--- src/rtl/ppu_pkg.sv ---
// ----------------------------------------------------------------------------
// ppu_pkg
// Shared constants and types for the posit add/sub operand front end.
//   POSIT_N / POSIT_ES : default posit width and exponent field width
//   Bs                 : bits needed to index a posit bit position
//   SW                 : width of the signed scale (k*2^es + e)
//   FW                 : fraction width; mantissa is {hidden, fraction}
//   posit_fields_t     : one decoded operand lane
//   pair_t             : one ordered operand pair as held in the stage buffer
//   nar_value()        : the Not-a-Real bit pattern (1 followed by zeros)
// ----------------------------------------------------------------------------
package ppu_pkg;

    localparam int POSIT_N  = 32;
    localparam int POSIT_ES = 2;
    localparam int Bs       = $clog2(POSIT_N);
    localparam int SW       = Bs + POSIT_ES + 1;
    localparam int FW       = POSIT_N - POSIT_ES - 3;

    typedef struct packed {
        logic          sign;
        logic          zero;
        logic          nar;
        logic [SW-1:0] scale;
        logic [FW:0]   mant;
    } posit_fields_t;

    typedef struct packed {
        posit_fields_t a;
        posit_fields_t b;
        logic          swap;
    } pair_t;

    function automatic logic [POSIT_N-1:0] nar_value();
        return {1'b1, {(POSIT_N-1){1'b0}}};
    endfunction

endpackage

--- src/rtl/posit_decode.sv ---
// ----------------------------------------------------------------------------
// posit_decode
// Combinational posit field extractor.
//   i_posit : raw posit (two's complement encoding)
//   o_sign  : sign bit as presented
//   o_zero  : operand is exact zero
//   o_nar   : operand is NaR
//   o_scale : signed k*2^ES + e (0 for zero/NaR)
//   o_mant  : {1, fraction} left-aligned (0 for zero/NaR)
//   o_mag   : low N-1 bits of |i_posit|, used for magnitude ordering
// ----------------------------------------------------------------------------
module posit_decode #(
    parameter int N  = 32,
    parameter int ES = 2,
    localparam int BS = $clog2(N),
    localparam int SW = BS + ES + 1,
    localparam int FW = N - ES - 3
) (
    input  logic [N-1:0]  i_posit,
    output logic          o_sign,
    output logic          o_zero,
    output logic          o_nar,
    output logic [SW-1:0] o_scale,
    output logic [FW:0]   o_mant,
    output logic [N-2:0]  o_mag
);

    logic [N-2:0]         w_mag;
    logic                 w_rbit;
    logic [N-2:0]         w_run_bits;
    logic [BS:0]          w_run;
    logic                 w_found;
    logic [ES+FW-1:0]     w_rem;
    logic signed [SW-1:0] w_run_s;
    logic signed [SW-1:0] w_k;

    always_comb begin
        o_sign = i_posit[N-1];
        o_zero = (i_posit == '0);
        o_nar  = (i_posit == {1'b1, {(N-1){1'b0}}});

        // Only the N-1 magnitude bits matter; the borrow into the MSB is
        // irrelevant because the sign has already been captured.
        w_mag  = o_sign ? (~i_posit[N-2:0] + 1'b1) : i_posit[N-2:0];
        w_rbit = w_mag[N-2];

        // Invert a run of 1s so the regime run length is a leading-zero count.
        w_run_bits = w_rbit ? ~w_mag : w_mag;
        w_run      = (BS+1)'(N-1);
        w_found    = 1'b0;
        for (int i = N-2; i >= 0; i--) begin
            if (!w_found && w_run_bits[i]) begin
                w_run   = (BS+1)'(N-2-i);
                w_found = 1'b1;
            end
        end

        // The run is never shorter than 1, so dropping regime + terminator
        // (run+1 bits) is the same as shifting the body below the first two
        // regime bits by run-1. Bits falling off the end zero-fill e/frac.
        w_rem = w_mag[N-4:0] << (w_run - 1'b1);

        w_run_s = SW'(w_run);
        w_k     = w_rbit ? (w_run_s - SW'(1)) : -w_run_s;

        o_mag = w_mag;
        if (o_zero || o_nar) begin
            o_scale = '0;
            o_mant  = '0;
        end else begin
            o_scale = SW'(w_k <<< ES) + SW'(w_rem[ES+FW-1 -: ES]);
            o_mant  = {1'b1, w_rem[FW-1:0]};
        end
    end

endmodule

--- src/rtl/ppu_operand_stage.sv ---
// ----------------------------------------------------------------------------
// ppu_operand_stage
// Registered operand front end for the posit add/sub core.
//   clk, rst_n            : clock, asynchronous active-low reset
//   flush                 : synchronous clear of both buffer entries
//   in_valid/in_ready     : input handshake (in_ready is registered)
//   in_op_sub             : 1 = in1 - in2
//   in1, in2, in_tag      : operands and passthrough tag
//   out_valid/out_ready   : output handshake
//   out_*_a / out_*_b     : decoded lanes, A = larger magnitude
//   out_nar, out_eff_sub  : either operand NaR, lane signs differ
//   out_swap, out_tag     : lane A came from in2, tag of the pair
// Decoded pairs pass through a primary output register backed by one skid
// entry so that in_ready can be a flop and throughput stays at one pair
// per cycle under backpressure.
// ----------------------------------------------------------------------------
module ppu_operand_stage
    import ppu_pkg::*;
#(
    parameter int N     = POSIT_N,
    parameter int es    = POSIT_ES,
    parameter int TAG_W = 4
) (
    input  logic             clk,
    input  logic             rst_n,
    input  logic             flush,
    input  logic             in_valid,
    output logic             in_ready,
    input  logic             in_op_sub,
    input  logic [N-1:0]     in1,
    input  logic [N-1:0]     in2,
    input  logic [TAG_W-1:0] in_tag,
    output logic             out_valid,
    input  logic             out_ready,
    output logic             out_sign_a,
    output logic             out_sign_b,
    output logic [SW-1:0]    out_scale_a,
    output logic [SW-1:0]    out_scale_b,
    output logic [FW:0]      out_mant_a,
    output logic [FW:0]      out_mant_b,
    output logic             out_zero_a,
    output logic             out_zero_b,
    output logic             out_nar,
    output logic             out_eff_sub,
    output logic             out_swap,
    output logic [TAG_W-1:0] out_tag
);

    logic [N-1:0]   w_operand [2];
    posit_fields_t  w_fields  [2];
    logic [N-2:0]   w_mag     [2];
    pair_t          w_pair;
    logic           w_swap;
    logic           w_push;
    logic           w_pop;

    pair_t            r_prim;
    pair_t            r_skid;
    logic [TAG_W-1:0] r_prim_tag;
    logic [TAG_W-1:0] r_skid_tag;
    logic             r_prim_valid;
    logic             r_skid_valid;
    logic             r_in_ready;

    // Subtraction negates in2; 0 and NaR are their own negation.
    assign w_operand[0] = in1;
    assign w_operand[1] = in_op_sub ? (~in2 + 1'b1) : in2;

    generate
        for (genvar gi = 0; gi < 2; gi++) begin : g_dec
            posit_decode #(
                .N  (N),
                .ES (es)
            ) u_dec (
                .i_posit (w_operand[gi]),
                .o_sign  (w_fields[gi].sign),
                .o_zero  (w_fields[gi].zero),
                .o_nar   (w_fields[gi].nar),
                .o_scale (w_fields[gi].scale),
                .o_mant  (w_fields[gi].mant),
                .o_mag   (w_mag[gi])
            );
        end
    endgenerate

    // Strict compare so that ties leave in1 in lane A.
    assign w_swap      = (w_mag[1] > w_mag[0]);
    assign w_pair.a    = w_swap ? w_fields[1] : w_fields[0];
    assign w_pair.b    = w_swap ? w_fields[0] : w_fields[1];
    assign w_pair.swap = w_swap;

    assign w_push = in_valid & r_in_ready;
    assign w_pop  = r_prim_valid & out_ready;

    always_ff @(posedge clk or negedge rst_n) begin
        if (!rst_n) begin
            r_prim       <= '0;
            r_skid       <= '0;
            r_prim_tag   <= '0;
            r_skid_tag   <= '0;
            r_prim_valid <= 1'b0;
            r_skid_valid <= 1'b0;
            r_in_ready   <= 1'b1;
        end else if (flush) begin
            r_prim_valid <= 1'b0;
            r_skid_valid <= 1'b0;
            r_in_ready   <= 1'b1;
        end else if (!r_prim_valid || w_pop) begin
            // Primary is free this edge: refill from skid first (order),
            // otherwise from the input. No push can coincide with a full
            // skid because in_ready is low then.
            if (r_skid_valid) begin
                r_prim       <= r_skid;
                r_prim_tag   <= r_skid_tag;
                r_prim_valid <= 1'b1;
                r_skid_valid <= 1'b0;
                r_in_ready   <= 1'b1;
            end else if (w_push) begin
                r_prim       <= w_pair;
                r_prim_tag   <= in_tag;
                r_prim_valid <= 1'b1;
            end else begin
                r_prim_valid <= 1'b0;
            end
        end else if (w_push) begin
            r_skid       <= w_pair;
            r_skid_tag   <= in_tag;
            r_skid_valid <= 1'b1;
            r_in_ready   <= 1'b0;
        end
    end

    assign in_ready    = r_in_ready;
    assign out_valid   = r_prim_valid;
    assign out_sign_a  = r_prim.a.sign;
    assign out_sign_b  = r_prim.b.sign;
    assign out_scale_a = r_prim.a.scale;
    assign out_scale_b = r_prim.b.scale;
    assign out_mant_a  = r_prim.a.mant;
    assign out_mant_b  = r_prim.b.mant;
    assign out_zero_a  = r_prim.a.zero;
    assign out_zero_b  = r_prim.b.zero;
    assign out_nar     = r_prim.a.nar | r_prim.b.nar;
    assign out_eff_sub = r_prim.a.sign ^ r_prim.b.sign;
    assign out_swap    = r_prim.swap;
    assign out_tag     = r_prim_tag;

endmodule

--- config.mk ---
export PLATFORM = sky130hd
export DESIGN_NAME = ppu_operand_stage
export DESIGN_NICKNAME = d
export VERILOG_FILES = /design/src/rtl/ppu_pkg.sv /design/src/rtl/posit_decode.sv /design/src/rtl/ppu_operand_stage.sv
export SDC_FILE = /design/constraint.sdc
export NUM_CORES = 1
export LEC_CHECK = 0
export BUFFER_PORTS_ARGS = -buffer_cell sky130_fd_sc_hd__clkbuf_2
export CAP_MARGIN = 20
export CORE_AREA = 2 2 195 236
export CTS_BUF_LIST = sky130_fd_sc_hd__clkbuf_2
export DETAILED_ROUTE_END_ITERATION = 10
export DIE_AREA = 0 0 197 238
export PLACE_DENSITY_LB_ADDON = 0.15
export SYNTH_ARGS = -nofsm -noshare
export SYNTH_HDL_FRONTEND = slang
export SYNTH_HIERARCHICAL = 1
export SYNTH_SLANG_ARGS = --single-unit
--- constraint.sdc ---
create_clock -name clk -period 2.1 [get_ports clk]
set_input_delay 0.21 -clock clk [delete_from_list [all_inputs] [get_ports clk]]
set_output_delay 0.21 -clock clk [all_outputs]
set_load 0.03 [all_outputs]
==> results by group, run 1 <==
Status
  – Outcome: finished with violations
  – Failing checks: hold timing, setup timing

Floorplan
  – Top Ports: 159
  – Die Footprint: 0.0469 sq mm
  – Core area: 0.0445 sq mm
  – Placement Rows: 85
  – Die Span X: 197 microns
  – Initial core utilization: 0.398
  – Die height: 238 microns

Drt
  – Drt drc: 0
  – Post-DR wirelength/cell: 19.4 microns
  – Routed WL: 69.8 mm
  – 1st-iter DRT viols: 1160
  – ANT nets after route: 0
  – Via count: 20400
  – TritonRoute pass-1 iters: 5
  – Drt via density: 5.68

Global routing
  – Pin count of the biggest net entering global routing: 88
  – Initial antenna violation count: 1
  – First-pass GRT wire length: 108 mm
  – GRT Resource Usage Total: 0.287
  – Vias in the first global route: 19700
  – Grt total ovfl: 0

Placement
  – I/O Buffers: 158
  – DP Cell Count: 3475
  – GPL Wtd Cong: 0.959
  – DPL Wire Length: 53.3 mm
  – DP Worst Slack: -5060 ps

Setup path
  – WP data arrival: 6600 ps
  – Worst R2R Start: in_ready$_DFFE_PN1P_
  – CP max FO: 6
  – Reg2reg end: out_mant_a[22]$_DFFE_PN0P_
  – R2R setup slack: 130 ps
  – Origin of the worst setup path: in2[8]
  – Critical Path End Type: flop
  – CP Class: primary input to flop
  – Critical path required time: 2850 ps
  – CP Buf/Inv Count: 5
  – CP top delay family: simple AND/OR/NAND/NOR gates
  – CP peak stage delay: 540 ps
  – CP max-delay cell: or4_4
  – R2R depth: 7
  – Worst setup SP type: primary input

Clock network
  – Root Driver: clkbuf_2
  – CTS buffer count: 17
  – H-Tree Depth: 4
  – Clock tree sinks: 169
  – Clock buffer depth: 2
  – TritonCTS clock tree: done
  – Clock-pin slew on the worst setup and hold paths: 270 ps
  – Hold_buf cts: 11
  – Skew-Pair Late Insertion Delay: 820 ps

STA
  – Clock skew: 49.1 ps
  – Final hold violation count: 1
  – Final Slew Violations: 0
  – Min cycle time layout: 5840 ps
  – Part of the cycle the worst path needs: 2.78
  – Worst Tran Pin Value: 979 ps
  – Worst hold slack: -2.29 ps
  – Fmax: 171 MHz
  – Setup violators final: 158
  – Worst setup margin: -3740 ps
  – Relative slew slack: 0.341
  – RSZ-0062 raised after global routing: true

Power
  – Clk pwr share: 0.063
  – Seq pwr share: 0.184
  – Sw Share: 0.491
  – Overall power: 29.4 mW
  – Internal cell power: 15.0 mW
  – Peak supply drop: 0.000641 V
  – Gate power share: 0.753
  – Lkg Pwr: 11.7 nW
  – Switch Pwr: 14.4 mW
  – P per Cell Area: 1130 mW/mm^2

Logic synthesis
  – Top cells by area, synth: dfrtp_1 (24%), nand2_1 (6.3%), a21oi_1 (5.2%)
  – Asr flop ratio synth: 1.00
  – Synth Flop Type: dfrtp_1
  – Gate Count Post-Synth: 2364
  – EDFF count, synth: 0
  – Mapped Area: 0.0177 sq mm
  – #FFs+latches synth: 169
  – Unique masters post-synth: 82
  – Leading area contributor after synthesis: dfrtp_1
  – Yosys warning count: 6
  – Net Count, Synth: 2474
  – Share of the synthesized area in the top cell type: 0.238
  – Syn_area_per_cell: 7.48 sq um
  – Sequential area share after synthesis: 0.239

Cells and area
  – Fin nets: 3127
  – Layout area overhead: 47.6%
  – Fill cells: 4181
  – Ratio of cells with drive above 1 in the final layout: 0.410
  – Fin cells: 3596

Run
  – Number of max-cap violations: 0

Hold path
  – HP Start: in2[31]
  – Worst Hold Path EP: r_skid[39]$_DFFE_PN0P_
  – Min-Delay Path Depth: 5
  – Hold WC Path Type: primary input to flop
## power by group through the flow
stage / Clock (mW) / Combinational [mW] / Sequential, mW
6_report: 1.85 / 22.1 / 5.42
4_1_cts: 1.91 / 19.5 / 5.41
3_3_place_gp: 0 / 17.9 / 5.44
3_5_place_dp: 0 / 18.1 / 5.50
2_1_floorplan: 0 / 11.6 / 5.26
5_1_grt: 2.04 / 23.6 / 5.57
## metal layers
| metal | part of all wire | track usage | up-vias |
|---|---|---|---|
| met3 | 0.039 | 0.0212 | 145 |
| li1 | - | - | 9877 |
| met1 | 0.42 | 0.358 | 9788 |
| met2 | 0.50 | 0.512 | 619 |
| met4 | 0.044 | 0.118 | 0 |
| met5 | 0 | 0 | - |
## synth_stat cells (10+ instances only)
cell type	instances
xnor2_1	48
inv_1	99
o211ai_1	95
nand3_1	125
o21ai_1	10
nand2b_1	29
buf_1	11
o31ai_1	30
ha_1	36
mux2i_1	58
mux4_2	34
o22ai_1	23
buf_4	80
o211a_1	10
or4_1	14
a21oi_1	182
o41ai_1	18
dfrtp_1	168
nand4_1	32
nor3_1	43
nand2_1	297
xor2_1	35
nor4_1	29
nor2b_1	12
nor2_1	237
a211oi_1	29
o21ai_0	45
and3_1	95
buf_2	38
a31oi_1	87
or3_1	23
clkbuf_1	118
## cell families (layout without fill, tap and decap cells)
family                     Yosys count  in the layout  synth area share
buffers and inverters              357           1022            0.0967
muxes                              101            101            0.0819
adders and majority gates           36             36            0.0255
xor gates and xnor gates            85             85            0.0430
DFF                                169            169             0.239
other                                0              1                 0
and+or+nand+nor                    999           1000             0.278
AOI/OAI and AO/OA                  617            617             0.236
## sequential cells by signal (all words and copies together) (netlist names), 2 cells and up
register and cells:
out_scale_b 8, r_skid_tag 4, r_prim 2, out_scale_a 8
out_mant_b 28, out_tag 4, out_mant_a 28, r_skid 79
## through the flow
| step | area (sq um) | TNS, ps | util |
|---|---|---|---|
| 6_report | 26100 | -536390 | 0.587 |
| 5_1_grt | 26100 | -560890 | 0.587 |
| 4_1_cts | 24700 | -514120 | 0.555 |
| 3_5_place_dp | 23400 | -725620 | 0.526 |
| 3_3_place_gp | 23400 | -706700 | 0.526 |
| 2_1_floorplan | 18200 | -632080 | - |
## cell type report
cell class / count / area (sq um) / area share
Antenna cell: 1 / 2.50 / 0.0000959
Tap cell: 565 / 707 / 0.0271
Timing Repair inverter: 1 / 16.3 / 0.000623
Sequential cell: 169 / 4230 / 0.162
Multi-Input combinational cell: 1839 / 13300 / 0.510
Clock inverter: 14 / 160 / 0.00614
Clock buffer: 18 / 90.1 / 0.00345
Inverter: 107 / 437 / 0.0167
Timing Repair Buffer: 882 / 7140 / 0.273
## timing repair
action	CTS	global route
endpoints found under the setup margin	158	158
gates cloned	3	10
endpoints found under the hold margin	212	4
resized for setup	146	182
setup buffers	25	51
pin swaps	61	109
## tightest hold or removal path: stages
cell and delay, ps:
clkbuf_2 100, xnor2_2 120, buf_6 200, nand2_1 80, a31oi_1 70
## placed cells by master (no fill, tap or decap), types with 40 or more instances in the layout
master    netlist  final
xnor2_1        48     44
o211ai_1       95     95
inv_1          99     97
mux2i_1        58     48
a21oi_1       182    162
nand3_2         0     43
nand3_1       125     80
o21ai_0        45     40
clkbuf_2        0    173
and3_1         95     92
buf_4          80    615
dfrtp_1       168    167
buf_6           3     45
nand2_1       297    276
nor2_1        237    200
a31oi_1        87     85
## worst max-delay path by stage
| stage | cells past startpoint | to | slack (ps) |
|---|---|---|---|
| 6_report | 30 | r_skid[66]$_DFFE_PN0P_ | -3740 |
| 5_1_grt | 34 | r_skid[69]$_DFFE_PN0P_ | -3950 |
| 4_1_cts | 31 | r_skid[66]$_DFFE_PN0P_ | -3620 |
| 3_5_place_dp | 29 | r_skid[66]$_DFFE_PN0P_ | -5060 |
| 3_3_place_gp | 29 | r_skid[27]$_DFFE_PN0P_ | -4880 |
| 2_1_floorplan | 30 | out_mant_a[25]$_DFFE_PN0P_ | -4390 |
Power figures use the tool's default switching activity.
==> run 2: changes to the inputs <==
--- a/config.mk
+++ b/config.mk
@@ -11,7 +11,7 @@
 export CTS_BUF_LIST = sky130_fd_sc_hd__clkbuf_2
 export DETAILED_ROUTE_END_ITERATION = 10
 export DIE_AREA = 0 0 197 238
-export PLACE_DENSITY_LB_ADDON = 0.15
+export SETUP_SLACK_MARGIN = 0.05
 export SYNTH_ARGS = -nofsm -noshare
 export SYNTH_HDL_FRONTEND = slang
 export SYNTH_HIERARCHICAL = 1
==> results by group, run 2 (synthesized netlist as in run 1, its figures left out) <==
Power
  – P per Cell Area: 1120 mW/mm^2 (-0.79%)
  – Peak supply drop: 0.000604 V (-5.7%)
  – Gate power share: 0.755 (+0.002)
  – Sw Share: 0.492 (+0.00128)
  – Clk pwr share: 0.057 (-0.006)
  – Lkg Pwr: 11.6 nW (-0.51%)
  – Overall power: 29.0 mW (-1.2%)
  – Switch Pwr: 14.3 mW (-0.96%)
  – Seq pwr share: 0.187 (+0.003)
  – Internal cell power: 14.7 mW (-1.5%)

Run
  – Number of max-cap violations: 0 (unchanged)

Cells and area
  – Max FFs per register: 79 (unchanged)
  – Footprint of the multi-input gates: 0.0133 sq mm (about the same)
  – Fill cells: 4101 (-1.9%)
  – Ratio of cells with drive above 1 in the final layout: 0.411 (+0.00118)
  – Most frequent cells in the layout: buf_4 (620), nand2_1 (278), nor2_1 (203)
  – Fin nets: 3128 (+0.032%)
  – Layout area overhead: 47.0%
  – Biggest register: r_skid
  – Most common cell after layout, fill and taps aside: buf_4
  – FF+latch area: 0.00423 sq mm (unchanged)

STA
  – Final hold violation count: 0 (-1)
  – Worst Tran Pin Value: 879 ps (-101 ps)
  – Part of the cycle the worst path needs: 2.82 (+0.0345)
  – Fmax: 169 MHz (-1.2%)
  – Final Slew Violations: 0 (unchanged)
  – Sum of negative setup slack: -555330 ps (-18940 ps)
  – Relative slew slack: 0.409 (+0.0677)
  – RSZ-0062 raised after global routing: true
  – Clock skew: 45.3 ps (-3.76 ps)
  – Setup violators final: 158 (unchanged)
  – Worst setup margin: -3820 ps (-72.5 ps)
  – Min cycle time layout: 5920 ps (+72.5 ps)

Clock network
  – Clock buffer depth: 2 (unchanged)
  – TritonCTS clock tree: done
  – CTS buffer count: 17 (unchanged)
  – H-Tree Depth: 4 (unchanged)
  – Root Driver: clkbuf_2
  – Clock tree sinks: 169 (unchanged)
  – Skew-Pair Late Insertion Delay: 810 ps (about the same)
  – Clock-pin slew on the worst setup and hold paths: 250 ps (-20 ps)

Drt
  – TritonRoute pass-1 iters: 8 (+3)
  – Post-DR wirelength/cell: 19.3 microns (-0.68%)
  – Via count: 20800 (+1.6%)
  – 1st-iter DRT viols: 1416 (+22%)
  – Drt via density: 5.77 (+1.6%)
  – Drt drc: 0 (unchanged)
  – Routed WL: 69.3 mm (-0.65%)
  – ANT nets after route: 0 (unchanged)

Placement
  – DPL Wire Length: 52.7 mm (-0.97%)
  – I/O Buffers: 158 (unchanged)
  – GPL Wtd Cong: 0.970 (+1.1%)

Hold path
  – Hold WC Path Type: primary input to flop

Global routing
  – Pin count of the biggest net entering global routing: 88 (unchanged)
  – Grt total ovfl: 0 (unchanged)
  – GRT Resource Usage Total: 0.288 (+0.00134)
  – Initial antenna violation count: 1 (unchanged)
  – Vias in the first global route: 20100 (+1.8%)
  – First-pass GRT wire length: 109 mm (+1.0%)

Setup path
  – CP peak stage delay: 430 ps (-110 ps)
  – CP max FO: 6 (unchanged)
  – CP max-delay cell: or4_4
  – Crit path top cell by count: buf_4
  – CP Class: primary input to flop
  – Critical path required time: 2780 ps (-70 ps)
  – Worst setup SP type: primary input
  – Critical Path End Type: flop
  – WP data arrival: 6590 ps (about the same)

Floorplan
  – Die Footprint: 0.0469 sq mm (unchanged)
  – Core area: 0.0445 sq mm (unchanged)
  – Top Ports: 159 (unchanged)
  – Die height: 238 microns (unchanged)
  – Placement Rows: 85 (unchanged)
  – Initial core utilization: 0.398 (unchanged)
  – Die Span X: 197 microns (unchanged)

Status
  – Failing checks: setup timing
  – Outcome: finished with violations
## run 2: cell types whose count changed in the layout (fill, tap and decap cells not counted), moves of 3 or more
cell        before  now
nor2_1         200  203
inv_2            3    6
o21ai_0         40   36
buf_4          615  620
a211oi_4         3    7
a21oi_2         12   15
o21ai_2          6    9
inv_6            6    2
a211oi_2        10    5
clkinvlp_4       1    4
## run 2: final timing paths
path                                              from                         end  slack, ps  cells after the start
worst min register to register  out_tag[1]$_DFFE_PN0P_      out_tag[1]$_DFFE_PN0P_        520                      2
worst max-delay path                            in2[2]  out_mant_a[24]$_DFFE_PN0P_      -3820                     32
max in group asynchronous                        rst_n  out_mant_b[14]$_DFFE_PN0P_       1230                      4
min in group asynchronous                        rst_n        in_ready$_DFFE_PN1P_        480                      3
worst max register to register    in_ready$_DFFE_PN1P_   out_mant_a[9]$_DFFE_PN0P_        210                      8
worst min-delay path                           in2[31]      out_sign_b$_DFFE_PN0P_         70                      5
## run 2: through the flow
stage	cell area [sq um]	cells	util	hold WS [ps]	setup slack, ps
3_5_place_dp	23400	3470	0.526	179	-4910
6_report	26000	3597	0.585	69.8	-3820
5_1_grt	26000	3597	0.585	29.2	-3970
2_1_floorplan	18200	2364	-	-85.6	-4390
4_1_cts	24900	3560	0.560	17.4	-3760
3_3_place_gp	23400	3470	0.526	173	-4790
## run 2: layout make-up
| type | instances | share of cell area |
|---|---|---|
| clock buffer | 18 | 0.00347 |
| sequential | 169 | 0.163 |
| multi-input combinational | 1839 | 0.512 |
| clock inverter | 14 | 0.00481 |
| tap | 565 | 0.0272 |
| timing repair inverter | 1 | 0.000337 |
| timing repair buffer | 883 | 0.273 |
| inverter | 107 | 0.0161 |
| antenna | 1 | 0.0000963 |
## run 2: power groups by stage
stage / registers (mW) / clock network, mW / logic (mW)
global route: 5.58 / 1.83 / 23.4
detailed placement: 5.51 / 0 / 18.1
global placement: 5.44 / 0 / 17.9
finish: 5.43 / 1.67 / 21.9
floorplan: 5.26 / 0 / 11.6
CTS: 5.42 / 1.72 / 19.9
## run 2: metal layers
metal  GRT usage  vias up  wire length, microns
li1            -     9875                     -
met1       0.360    10000                 28500
met2       0.511      708                 34700
met3      0.0211      183                  2780
met4       0.123        0                  3270
met5           0        -                     0
## run 2: critical path: cells and delay by family
family          cells  cell delay, ps
simple gates       10            2880
buf+inv            11            1660
xor+xnor            2             330
compound gates      9            1470
## run 2: timing repair
action | in CTS | in global routing
gates resized for setup | 155 | 161
buffers inserted | 42 | 35
pin swaps | 69 | 119
gates cloned | 4 | 7
hold buffers | 12 | 0
endpoints found under the hold margin | 201 | 0
setup endpoints to repair | 158 | 158
